`src/rtl/mips_pkg.sv`:
```
// Shared MIPS decode definitions: opcode/funct encodings, ALU operation and
// result-class enums used between ID and EX.
package mips_pkg;

    localparam logic [5:0] OP_SPECIAL = 6'b000000;
    localparam logic [5:0] OP_ANDI    = 6'b001100;
    localparam logic [5:0] OP_ORI     = 6'b001101;
    localparam logic [5:0] OP_XORI    = 6'b001110;
    localparam logic [5:0] OP_LUI     = 6'b001111;
    localparam logic [5:0] OP_LW      = 6'b100011;

    localparam logic [5:0] FN_SLL  = 6'b000000;
    localparam logic [5:0] FN_SRL  = 6'b000010;
    localparam logic [5:0] FN_ADDU = 6'b100001;
    localparam logic [5:0] FN_SUBU = 6'b100011;
    localparam logic [5:0] FN_AND  = 6'b100100;
    localparam logic [5:0] FN_OR   = 6'b100101;
    localparam logic [5:0] FN_XOR  = 6'b100110;
    localparam logic [5:0] FN_NOR  = 6'b100111;

    localparam logic [4:0] NOP_REG_ADDR = 5'd0;

    typedef enum logic [7:0] {
        AluNop  = 8'h00,
        AluOr   = 8'h25,
        AluAnd  = 8'h24,
        AluXor  = 8'h26,
        AluNor  = 8'h27,
        AluAddu = 8'h21,
        AluSubu = 8'h23,
        AluSll  = 8'h7c,
        AluSrl  = 8'h02,
        AluLui  = 8'h5c,
        AluLw   = 8'he3
    } aluop_t;

    typedef enum logic [2:0] {
        SelNop   = 3'd0,
        SelLogic = 3'd1,
        SelShift = 3'd2,
        SelArith = 3'd4,
        SelLoad  = 3'd7
    } alusel_t;

endpackage

```
`src/rtl/id_operand_mux.sv`:
```
// Resolves one source operand: immediate, $0, EX bypass, MEM bypass or regfile,
// and reports which in-flight writers match the source register.
module id_operand_mux
    import mips_pkg::*;
#(
    parameter int unsigned DATA_W = 32,
    parameter bit          FWD_EN = 1'b1
) (
    input  logic [4:0]        addr_i,
    input  logic              read_i,
    input  logic [DATA_W-1:0] rf_data_i,
    input  logic              ex_wreg_i,
    input  logic [4:0]        ex_wd_i,
    input  logic [DATA_W-1:0] ex_wdata_i,
    input  logic              ex_is_load_i,
    input  logic              mem_wreg_i,
    input  logic [4:0]        mem_wd_i,
    input  logic [DATA_W-1:0] mem_wdata_i,
    input  logic [DATA_W-1:0] imm_i,
    output logic [DATA_W-1:0] operand_o,
    output logic              ex_hit_o,
    output logic              ex_load_hit_o,
    output logic              mem_hit_o
);

    logic used;

    // $0 is hardwired, so it never matches a pending write.
    assign used          = read_i && (addr_i != NOP_REG_ADDR);
    assign ex_hit_o      = used && ex_wreg_i && (ex_wd_i == addr_i);
    assign ex_load_hit_o = ex_hit_o && ex_is_load_i;
    assign mem_hit_o     = used && mem_wreg_i && (mem_wd_i == addr_i);

    always_comb begin
        if (!read_i) begin
            operand_o = imm_i;
        end else if (!used) begin
            operand_o = '0;
        end else if (FWD_EN && ex_hit_o && !ex_is_load_i) begin
            operand_o = ex_wdata_i;
        end else if (FWD_EN && mem_hit_o) begin
            operand_o = mem_wdata_i;
        end else begin
            operand_o = rf_data_i;
        end
    end

endmodule

```
`src/rtl/id_fwd_stage.sv`:
```
// MIPS decode stage: decodes logic/shift/arith/LW, forwards from EX/MEM,
// stalls on load-use and presents a registered valid/ready output to EX.
module id_fwd_stage
    import mips_pkg::*;
#(
    parameter int unsigned DATA_W = 32,
    parameter bit          FWD_EN = 1'b1
) (
    input  logic              clk,
    input  logic              rst,
    input  logic              in_valid,
    output logic              in_ready,
    input  logic [31:0]       pc_i,
    input  logic [31:0]       inst_i,
    output logic [4:0]        reg1_addr_o,
    output logic [4:0]        reg2_addr_o,
    output logic              reg1_read_o,
    output logic              reg2_read_o,
    input  logic [DATA_W-1:0] reg1_data_i,
    input  logic [DATA_W-1:0] reg2_data_i,
    input  logic              ex_wreg_i,
    input  logic [4:0]        ex_wd_i,
    input  logic [DATA_W-1:0] ex_wdata_i,
    input  logic              ex_is_load_i,
    input  logic              mem_wreg_i,
    input  logic [4:0]        mem_wd_i,
    input  logic [DATA_W-1:0] mem_wdata_i,
    input  logic              flush_i,
    output logic              out_valid,
    input  logic              out_ready,
    output aluop_t            aluop_o,
    output alusel_t           alusel_o,
    output logic [DATA_W-1:0] reg1_o,
    output logic [DATA_W-1:0] reg2_o,
    output logic [4:0]        wd_o,
    output logic              wreg_o,
    output logic              is_load_o,
    output logic [31:0]       pc_o,
    output logic              instvalid_o
);

    logic [5:0]  op, funct;
    logic [4:0]  rs, rt, rd, sa;
    logic [15:0] imm16;

    assign op    = inst_i[31:26];
    assign rs    = inst_i[25:21];
    assign rt    = inst_i[20:16];
    assign rd    = inst_i[15:11];
    assign sa    = inst_i[10:6];
    assign funct = inst_i[5:0];
    assign imm16 = inst_i[15:0];

    aluop_t            aluop_d;
    alusel_t           alusel_d;
    logic              re1, re2, wreg_d, is_load_d, instvalid_d;
    logic [4:0]        wd_d;
    logic [DATA_W-1:0] imm;

    always_comb begin
        aluop_d     = AluNop;
        alusel_d    = SelNop;
        re1         = 1'b0;
        re2         = 1'b0;
        wreg_d      = 1'b0;
        wd_d        = NOP_REG_ADDR;
        imm         = '0;
        is_load_d   = 1'b0;
        instvalid_d = 1'b0;
        case (op)
            OP_ORI, OP_ANDI, OP_XORI: begin
                aluop_d     = (op == OP_ORI) ? AluOr : (op == OP_ANDI) ? AluAnd : AluXor;
                alusel_d    = SelLogic;
                re1         = 1'b1;
                imm         = DATA_W'(imm16);
                wreg_d      = 1'b1;
                wd_d        = rt;
                instvalid_d = 1'b1;
            end
            OP_LUI: begin
                aluop_d     = AluLui;
                alusel_d    = SelLogic;
                imm         = DATA_W'({imm16, 16'h0000});
                wreg_d      = 1'b1;
                wd_d        = rt;
                instvalid_d = 1'b1;
            end
            OP_LW: begin
                aluop_d     = AluLw;
                alusel_d    = SelLoad;
                re1         = 1'b1;
                imm         = {{(DATA_W-16){imm16[15]}}, imm16};
                wreg_d      = 1'b1;
                wd_d        = rt;
                is_load_d   = 1'b1;
                instvalid_d = 1'b1;
            end
            OP_SPECIAL: begin
                case (funct)
                    FN_AND, FN_OR, FN_XOR, FN_NOR, FN_ADDU, FN_SUBU: begin
                        re1         = 1'b1;
                        re2         = 1'b1;
                        wreg_d      = 1'b1;
                        wd_d        = rd;
                        instvalid_d = 1'b1;
                        case (funct)
                            FN_AND:  begin aluop_d = AluAnd;  alusel_d = SelLogic; end
                            FN_OR:   begin aluop_d = AluOr;   alusel_d = SelLogic; end
                            FN_XOR:  begin aluop_d = AluXor;  alusel_d = SelLogic; end
                            FN_NOR:  begin aluop_d = AluNor;  alusel_d = SelLogic; end
                            FN_ADDU: begin aluop_d = AluAddu; alusel_d = SelArith; end
                            default: begin aluop_d = AluSubu; alusel_d = SelArith; end
                        endcase
                    end
                    FN_SLL, FN_SRL: begin
                        aluop_d     = (funct == FN_SLL) ? AluSll : AluSrl;
                        alusel_d    = SelShift;
                        re2         = 1'b1;
                        imm         = DATA_W'(sa);
                        wreg_d      = 1'b1;
                        wd_d        = rd;
                        instvalid_d = 1'b1;
                    end
                    default: ;
                endcase
            end
            default: ;
        endcase
    end

    assign reg1_addr_o = rst ? NOP_REG_ADDR : rs;
    assign reg2_addr_o = rst ? NOP_REG_ADDR : rt;
    assign reg1_read_o = !rst && re1;
    assign reg2_read_o = !rst && re2;

    logic [DATA_W-1:0] op1, op2;
    logic              ex_hit1, ex_hit2, ld_hit1, ld_hit2, mem_hit1, mem_hit2;

    id_operand_mux #(.DATA_W(DATA_W), .FWD_EN(FWD_EN)) u_mux1 (
        .addr_i       (reg1_addr_o),
        .read_i       (reg1_read_o),
        .rf_data_i    (reg1_data_i),
        .ex_wreg_i    (ex_wreg_i),
        .ex_wd_i      (ex_wd_i),
        .ex_wdata_i   (ex_wdata_i),
        .ex_is_load_i (ex_is_load_i),
        .mem_wreg_i   (mem_wreg_i),
        .mem_wd_i     (mem_wd_i),
        .mem_wdata_i  (mem_wdata_i),
        .imm_i        (imm),
        .operand_o    (op1),
        .ex_hit_o     (ex_hit1),
        .ex_load_hit_o(ld_hit1),
        .mem_hit_o    (mem_hit1)
    );

    id_operand_mux #(.DATA_W(DATA_W), .FWD_EN(FWD_EN)) u_mux2 (
        .addr_i       (reg2_addr_o),
        .read_i       (reg2_read_o),
        .rf_data_i    (reg2_data_i),
        .ex_wreg_i    (ex_wreg_i),
        .ex_wd_i      (ex_wd_i),
        .ex_wdata_i   (ex_wdata_i),
        .ex_is_load_i (ex_is_load_i),
        .mem_wreg_i   (mem_wreg_i),
        .mem_wd_i     (mem_wd_i),
        .mem_wdata_i  (mem_wdata_i),
        .imm_i        (imm),
        .operand_o    (op2),
        .ex_hit_o     (ex_hit2),
        .ex_load_hit_o(ld_hit2),
        .mem_hit_o    (mem_hit2)
    );

    logic stall, advance, load, out_valid_q, out_valid_d;

    // Without forwarding every RAW hazard on EX or MEM must wait in ID.
    assign stall = in_valid &&
                   (ld_hit1 || ld_hit2 ||
                    (!FWD_EN && (ex_hit1 || ex_hit2 || mem_hit1 || mem_hit2)));
    assign advance = !out_valid_q || out_ready;

    always_comb begin
        in_ready    = 1'b0;
        out_valid_d = out_valid_q;
        load        = 1'b0;
        if (rst) begin
            out_valid_d = 1'b0;
        end else if (flush_i) begin
            out_valid_d = 1'b0;
            in_ready    = 1'b1;
        end else if (advance) begin
            if (stall) begin
                out_valid_d = 1'b0;
            end else begin
                in_ready    = 1'b1;
                out_valid_d = in_valid;
                load        = in_valid;
            end
        end
    end

    aluop_t            aluop_q;
    alusel_t           alusel_q;
    logic [DATA_W-1:0] reg1_q, reg2_q;
    logic [4:0]        wd_q;
    logic              wreg_q, is_load_q, instvalid_q;
    logic [31:0]       pc_q;

    always_ff @(posedge clk) begin
        if (rst) begin
            out_valid_q <= 1'b0;
            aluop_q     <= AluNop;
            alusel_q    <= SelNop;
            reg1_q      <= '0;
            reg2_q      <= '0;
            wd_q        <= NOP_REG_ADDR;
            wreg_q      <= 1'b0;
            is_load_q   <= 1'b0;
            pc_q        <= '0;
            instvalid_q <= 1'b1;
        end else begin
            out_valid_q <= out_valid_d;
            if (load) begin
                aluop_q     <= aluop_d;
                alusel_q    <= alusel_d;
                reg1_q      <= op1;
                reg2_q      <= op2;
                wd_q        <= wd_d;
                wreg_q      <= wreg_d;
                is_load_q   <= is_load_d;
                pc_q        <= pc_i;
                instvalid_q <= instvalid_d;
            end
        end
    end

    assign out_valid   = out_valid_q;
    assign aluop_o     = aluop_q;
    assign alusel_o    = alusel_q;
    assign reg1_o      = reg1_q;
    assign reg2_o      = reg2_q;
    assign wd_o        = wd_q;
    assign wreg_o      = wreg_q;
    assign is_load_o   = is_load_q;
    assign pc_o        = pc_q;
    assign instvalid_o = instvalid_q;

endmodule
```
`config.mk`:
```
export PLATFORM = sky130hd
export DESIGN_NAME = id_fwd_stage
export DESIGN_NICKNAME = d
export VERILOG_FILES = /design/src/rtl/mips_pkg.sv /design/src/rtl/id_operand_mux.sv /design/src/rtl/id_fwd_stage.sv
export SDC_FILE = /design/constraint.sdc
export NUM_CORES = 1
export LEC_CHECK = 0
export BUFFER_PORTS_ARGS = -buffer_cell sky130_fd_sc_hd__buf_4
export CELL_PAD_IN_SITES_DETAIL_PLACEMENT = 2
export CELL_PAD_IN_SITES_GLOBAL_PLACEMENT = 2
export CORE_MARGIN = 2
export CORE_UTILIZATION = 25
export CTS_BUF_LIST = sky130_fd_sc_hd__clkbuf_8
export DETAILED_ROUTE_END_ITERATION = 7
export GPL_TIMING_DRIVEN = 1
export PLACE_DENSITY_LB_ADDON = 0.1
export SETUP_SLACK_MARGIN = 0.4
export SYNTH_ARGS = -nofsm -noshare
export SYNTH_HDL_FRONTEND = slang
export SYNTH_SLANG_ARGS = --single-unit
```
`constraint.sdc`:
```
create_clock -name clk -period 2.98 [get_ports clk]
set_input_delay 0.596 -clock clk [delete_from_list [all_inputs] [get_ports clk]]
set_output_delay 0.596 -clock clk [all_outputs]
set_load 0.02 [all_outputs]
```
==> results.yml, run 1 <==
pwr:
  total_power_mw: 4.25
  power_frac_comb: 0.203
  p_switching_mw: 1.23
  p_sw_frac: 0.290
  p_leak_nw: 4.54
  p_int_mw: 3.02
  power.density_cell_area_nw_per_um2: 400
  power.share.sequential: 0.383
  ir_worst_vdd_v: 0.000237
  clockPowerShare: 0.414
yosys:
  ys_top_cells_by_area: "dfxtp_1, mux2i_1, nand2_1"
  synth_ff_type: "dfxtp_1"
  synth-adder-area-share: 0
  ys_warn_count: 0
  synthCells: 808
  synth_top_family_by_area: "compound AO/OA/AOI/OAI gates"
  synth_edf_count: 0
  syn_avg_cell_area_um2: 8.00
  yosys.area.top_type: "dfxtp_1"
  synth.mux.area_fraction: 0.0995
  synthSimpleGateAreaFrac: 0.189
  async_reset_ff_frac: 0
  synthesis.nets: 1018
  ys_ff_latch: 115
  synth_compound_area_frac: 0.289
  synthDominantCellAreaShare: 0.356
  synth.cell_area_um2: 6460
  ys_types: 50
  synth-seq-area-share: 0.356
  synth-xor-area-share: 0.0176
grt:
  grt_pass1_vias: 8297
  grt.total_usage: 0.243
  grt_max_degree: 40
  overflow: 0
  antenna_found_initial: 0
  grt_pass1_wl_um: 49600
route:
  first_pass_iters: 4
  wl_per_cell_um: 22.6
  drt_wl_total_um: 34600
  viasPerCell: 5.08
  drt-initial-drc-count: 298
  drc_errors: 0
  routed-via-count: 7754
  route.antenna.remaining_nets: 0
floorplanning:
  ios: 339
  die_area_um2: 27100
  die_y_um: 165
  coreArea_um2: 25300
  fp.dieW_um: 165
  start_util: 0.256
  rows: 58
clock_network:
  htreeDepth: 4
  clockBufferDepth: 2
  cts_made_buffers: 17
  postCtsHoldBufs: 0
  clk_pin_slew_worst_paths_ns: 0.09
  cts.sinks: 115
  cts-root-buf: "clkbuf_8"
  cts_tree: "built"
  insertion_delay_ns: 0.45
setup_path:
  endpoint_kind: "register"
  crit_family: "buffers and inverters"
  max_stage_delay_ns: 0.32
  cp_cell_sequence: "buf_4 -> nor4_4 -> o211ai_1 -> nor3_2 -> nand2_1 -> buf_4 -> buf_6 -> buf_6 -> buf_6 -> buf_6 -> buf_6 -> buf_6 -> o211ai_4 -> buf_4 -> a21oi_2 -> a311oi_1"
  worstPathMaxFanout: 7
  slowest_stage: "nor4_4"
  path_class: "in2reg"
  crit_top_cell: "buf_6"
  critPathLaunchType: "input pin"
  worstPathRequired_ns: 3.33
  crit_buf_inv: 9
  cp.arrival_ns: 3.34
finish:
  area_delta_synth_final_pct: 64.8
  drive_gt1_frac: 0.424
  nets: 1394
  antenna_cells: 0
  stdcell_count: 1527
  final_core_util: 0.422
place:
  place_congestion: 0.783
  io_buffers: 338
  hpwl_um: 26700
  dp_cells: 1475
timing:
  holdWs_ns: 0.386
  post-route-period-util: 1.00
  slew_violations: 0
  layout_min_cycle_time_ns: 2.99
  fmax_mhz: 334
  fin_ws_ns: -0.0116
  worst_pin_slew_ns: 0.657
  clock-skew-final_ns: 0.0124
  setup_viol: 1
  slew_headroom: 0.559
  rsz0062_at_grt: "true"
  report.final.hold_viol_count: 0
hold_path:
  hp-class: "in2reg"
outcome:
  status: "complete, but fails checks"
  failed_checks: "negative setup slack"
run:
  cap_violations: 0
-- layout by cell type, fill, tap and decap left out, drive strengths merged, types with 7 or more instances in the layout --
cell type,n
buf,420
nand2,115
dfxtp,115
nor2,94
mux2i,62
o21ai,61
a21oi,50
a311oi,34
a21o,32
a211o,27
a31oi,22
nor3,20
clkbuf,19
nor2b,12
nand3,12
inv,11
o21a,9
xnor2,7
-- repair_timing --
item                                    4_1_cts  5_1_grt
endpoints found under the setup margin        2      116
cloned                                        0        3
resized for setup                            10       39
pin swaps                                     6       15
buffers inserted                              7       10
-- flip-flops by register name, indices dropped and copies added, names as in the netlist --
register / count
instvalid_o: 1
out_valid: 1
is_load_o: 1
reg2_o: 32
wd_o: 5
pc_o: 32
reg1_o: 32
wreg_o: 1
aluop_o: 7
alusel_o: 3
-- stage by stage --
step                      cell area, µm²  setup slack [ns]  setup TNS, ns
after floorplan                     6530             0.368              0
after global placement              9800            -0.130         -0.130
after detailed placement            9800            -0.177         -0.285
after CTS                          10400            0.0118              0
after global routing               10600           -0.0645         -0.680
final                              10600           -0.0116        -0.0116
-- routing by layer --
metal | wire length, µm | up-vias | GRT usage
li1 | - | 3680 | -
met1 | 14200 | 3764 | 0.289
met2 | 16700 | 279 | 0.419
met3 | 3120 | 31 | 0.0839
met4 | 647 | 0 | 0.0632
met5 | 0 | - | 0
-- power groups by stage --
stage | Sequential, mW | Clock (mW) | Combinational [mW]
detailed placement | 1.67 | 0 | 0.828
global placement | 1.66 | 0 | 0.811
finish | 1.63 | 1.76 | 0.863
CTS | 1.63 | 1.81 | 0.838
floorplan | 1.73 | 0 | 0.246
global route | 1.64 | 1.87 | 0.924
-- synthesized netlist by cell type, types with 2 or more instances --
| library cell | number |
|---|---|
| nor2b_1 | 12 |
| nand2_1 | 115 |
| a31oi_1 | 22 |
| clkbuf_1 | 42 |
| and2_1 | 2 |
| or4_1 | 2 |
| xnor2_1 | 7 |
| mux2i_1 | 62 |
| and3_1 | 3 |
| mux2_2 | 2 |
| nor2_1 | 94 |
| buf_4 | 2 |
| buf_1 | 3 |
| or2_2 | 3 |
| o21a_1 | 9 |
| a311oi_1 | 22 |
| o21ai_0 | 60 |
| a211oi_1 | 6 |
| a21o_1 | 32 |
| buf_2 | 17 |
| inv_1 | 7 |
| buf_6 | 2 |
| a311oi_2 | 12 |
| a211o_1 | 27 |
| nand4_1 | 2 |
| xor2_1 | 6 |
| nor3_1 | 19 |
| a21oi_1 | 49 |
| nand3b_1 | 2 |
| nand2b_1 | 5 |
| dfxtp_1 | 115 |
| nor4b_1 | 3 |
| nand3_1 | 12 |
| o211ai_1 | 2 |
| a221oi_1 | 6 |
| a22oi_1 | 6 |
| nor4_1 | 3 |
-- path summary, 6_finish.rpt --
path,start,to,slack [ns],cells after the start
worst max-delay path,inst_i[4],reg2_o[29],-0.01,16
worst min-delay path,pc_i[8],pc_o[8],0.39,3
worst max register to register,out_valid,alusel_o[2],1.05,7
worst min register to register,pc_o[1],pc_o[1],0.46,2
-- worst reg2reg max path, cell delays in order (launching register included) --
cell and delay, ns:
dfxtp_1 0.32, nor2b_1 0.15, nand3b_1 0.19, inv_1 0.21, o211a_4 0.37, buf_12 0.25
nor2_1 0.09, nor3_1 0.25
-- logic make-up (layout without fill, tap and decap cells) --
logic type | Yosys count | in the layout
AO/OA/AOI/OAI | 263 | 264
XOR/XNOR | 13 | 13
buffers and inverters | 73 | 461
flip-flops | 115 | 115
multiplexers | 64 | 64
AND/OR/NAND/NOR | 280 | 280
-- final cells by class --
cell class / instances / area [µm²]
clock buffer: 17 / 234
tap: 330 / 413
sequential: 115 / 2300
multi-input combinational: 621 / 4040
inverter: 7 / 26.3
fill: 2896 / 14600
clock inverter: 15 / 230
timing repair buffer: 422 / 3400
No activity file was read; power rests on OpenSTA's default activity.
==> run 2: changes to the inputs <==
Settings changed: SETUP_SLACK_MARGIN 0.4 to 0.2.
==> results.yml, run 2 (synthesis results as in run 1) <==
finish:
  mostFrequentLayoutCell: "buf_4"
  nets: 1393
  final_core_util: 0.414
  drive_gt1_frac: 0.408
  antenna_cells: 0
  layout_common_cells: "buf_4, dfxtp_1, nand2_1"
  fin_area_um2: 10500
  nFillCells: 2908
  area_delta_synth_final_pct: 61.9
setup_path:
  path_class: "in2out"
  cp.arrival_ns: 2.41
  worstPathMaxFanout: 3
  endpoint_kind: "output pin"
  critPathLaunchType: "input pin"
  worstPathRequired_ns: 2.38
clock_network:
  cts-root-buf: "clkbuf_8"
  htreeDepth: 4
  clk_pin_slew_worst_paths_ns: 0.09
  cts_made_buffers: 17
  cts_tree: "built"
  insertion_delay_ns: 0.45
  postCtsHoldBufs: 0
  cts.sinks: 115
  clockBufferDepth: 2
floorplanning:
  fp.dieW_um: 165
  start_util: 0.256
  coreArea_um2: 25300
  rows: 58
  die_y_um: 165
  die_area_um2: 27100
  ios: 339
grt:
  antenna_found_initial: 0
  grt_pass1_wl_um: 50500
  met1_usage: 0.291
  overflow: 0
  grt_pass1_vias: 8384
  met3_usage: 0.0753
  grt.total_usage: 0.248
  grt_max_degree: 50
  grtUsageMet2: 0.428
  grt.busiest_layer: "met2"
outcome:
  failed_checks: "negative setup slack"
  status: "complete, but fails checks"
timing:
  setup_viol: 1
  rsz0062_at_grt: "true"
  report.final.hold_viol_count: 0
  worst_pin_slew_ns: 0.461
  fin_tns_setup_ns: -0.0257
  post-route-period-util: 1.01
  holdWs_ns: 0.390
  fin_ws_ns: -0.0257
  clock-skew-final_ns: 0.00747
  layout_min_cycle_time_ns: 3.01
  slew_headroom: 0.693
  slew_violations: 0
  fmax_mhz: 333
route:
  viasPerCell: 5.06
  drt_wl_total_um: 33900
  drt-initial-drc-count: 356
  wl_per_cell_um: 22.2
  routed-via-count: 7727
  drc_errors: 0
  first_pass_iters: 4
  route.antenna.remaining_nets: 0
place:
  hpwl_um: 26500
  placed_area_um2: 9920
  io_buffers: 338
  place_congestion: 0.814
pwr:
  power.density_cell_area_nw_per_um2: 392
  total_power_mw: 4.10
  ir_worst_vdd_v: 0.000223
  p_leak_nw: 4.48
run:
  cap_violations: 0
hold_path:
  hp-class: "in2reg"
## run 2: critical path, stage by stage
cell and delay (ns):
buf_4 0.12, buf_4 0.12, or3b_1 0.44, o22ai_4 0.17
or2_2 0.17, nand3_1 0.11, a21oi_2 0.18, buf_4 0.14
a21oi_2 0.05, o21a_1 0.18, buf_6 0.13
## run 2: path summary, 6_finish.rpt
path | startpoint | end | slack [ns] | cells past startpoint
min reg2reg | pc_o[8] | pc_o[8] | 0.46 | 2
max reg2reg | out_valid | reg2_o[26] | 1.11 | 7
min | pc_i[18] | pc_o[18] | 0.39 | 3
max | inst_i[28] | in_ready | -0.03 | 11
## run 2: cell type report
| cell class | count | area (µm²) | area share |
|---|---|---|---|
| multi-input cells | 620 | 3920 | 0.375 |
| clock inverters | 14 | 180 | 0.0172 |
| well taps | 330 | 413 | 0.0395 |
| clock buffers | 18 | 248 | 0.0237 |
| repair buffers | 422 | 3370 | 0.322 |
| flip-flops and latches | 115 | 2300 | 0.220 |
| inverters | 7 | 26.3 | 0.00251 |
## run 2: repair_timing
action	in CTS	in global routing
pin swaps	7	8
gates cloned	0	0
buffers inserted	5	1
endpoints found under the setup margin	1	1
gates resized for setup	13	2
hold endpoints to repair	0	0
## run 2: through the flow
stage / setup slack [ns] / std cells
6_report: -0.0257 / 1526
5_1_grt: -0.0976 / 1526
4_1_cts: -0.00217 / 1525
3_5_place_dp: -0.178 / 1488
3_3_place_gp: -0.112 / 1488
2_1_floorplan: 0.279 / 808
## run 2: report_power, final
part | switching, mW | total, mW | internal (mW)
Sequential | 0.0332 | 1.63 | 1.60
Combinational | 0.432 | 0.851 | 0.419
Clock | 0.767 | 1.62 | 0.857
Total | 1.23 | 4.10 | 2.87
## run 2: per-layer routing
layer,share of wire,vias up
met5,0,-
met4,0.027,0
met1,0.41,3713
li1,-,3675
met3,0.086,44
met2,0.48,295
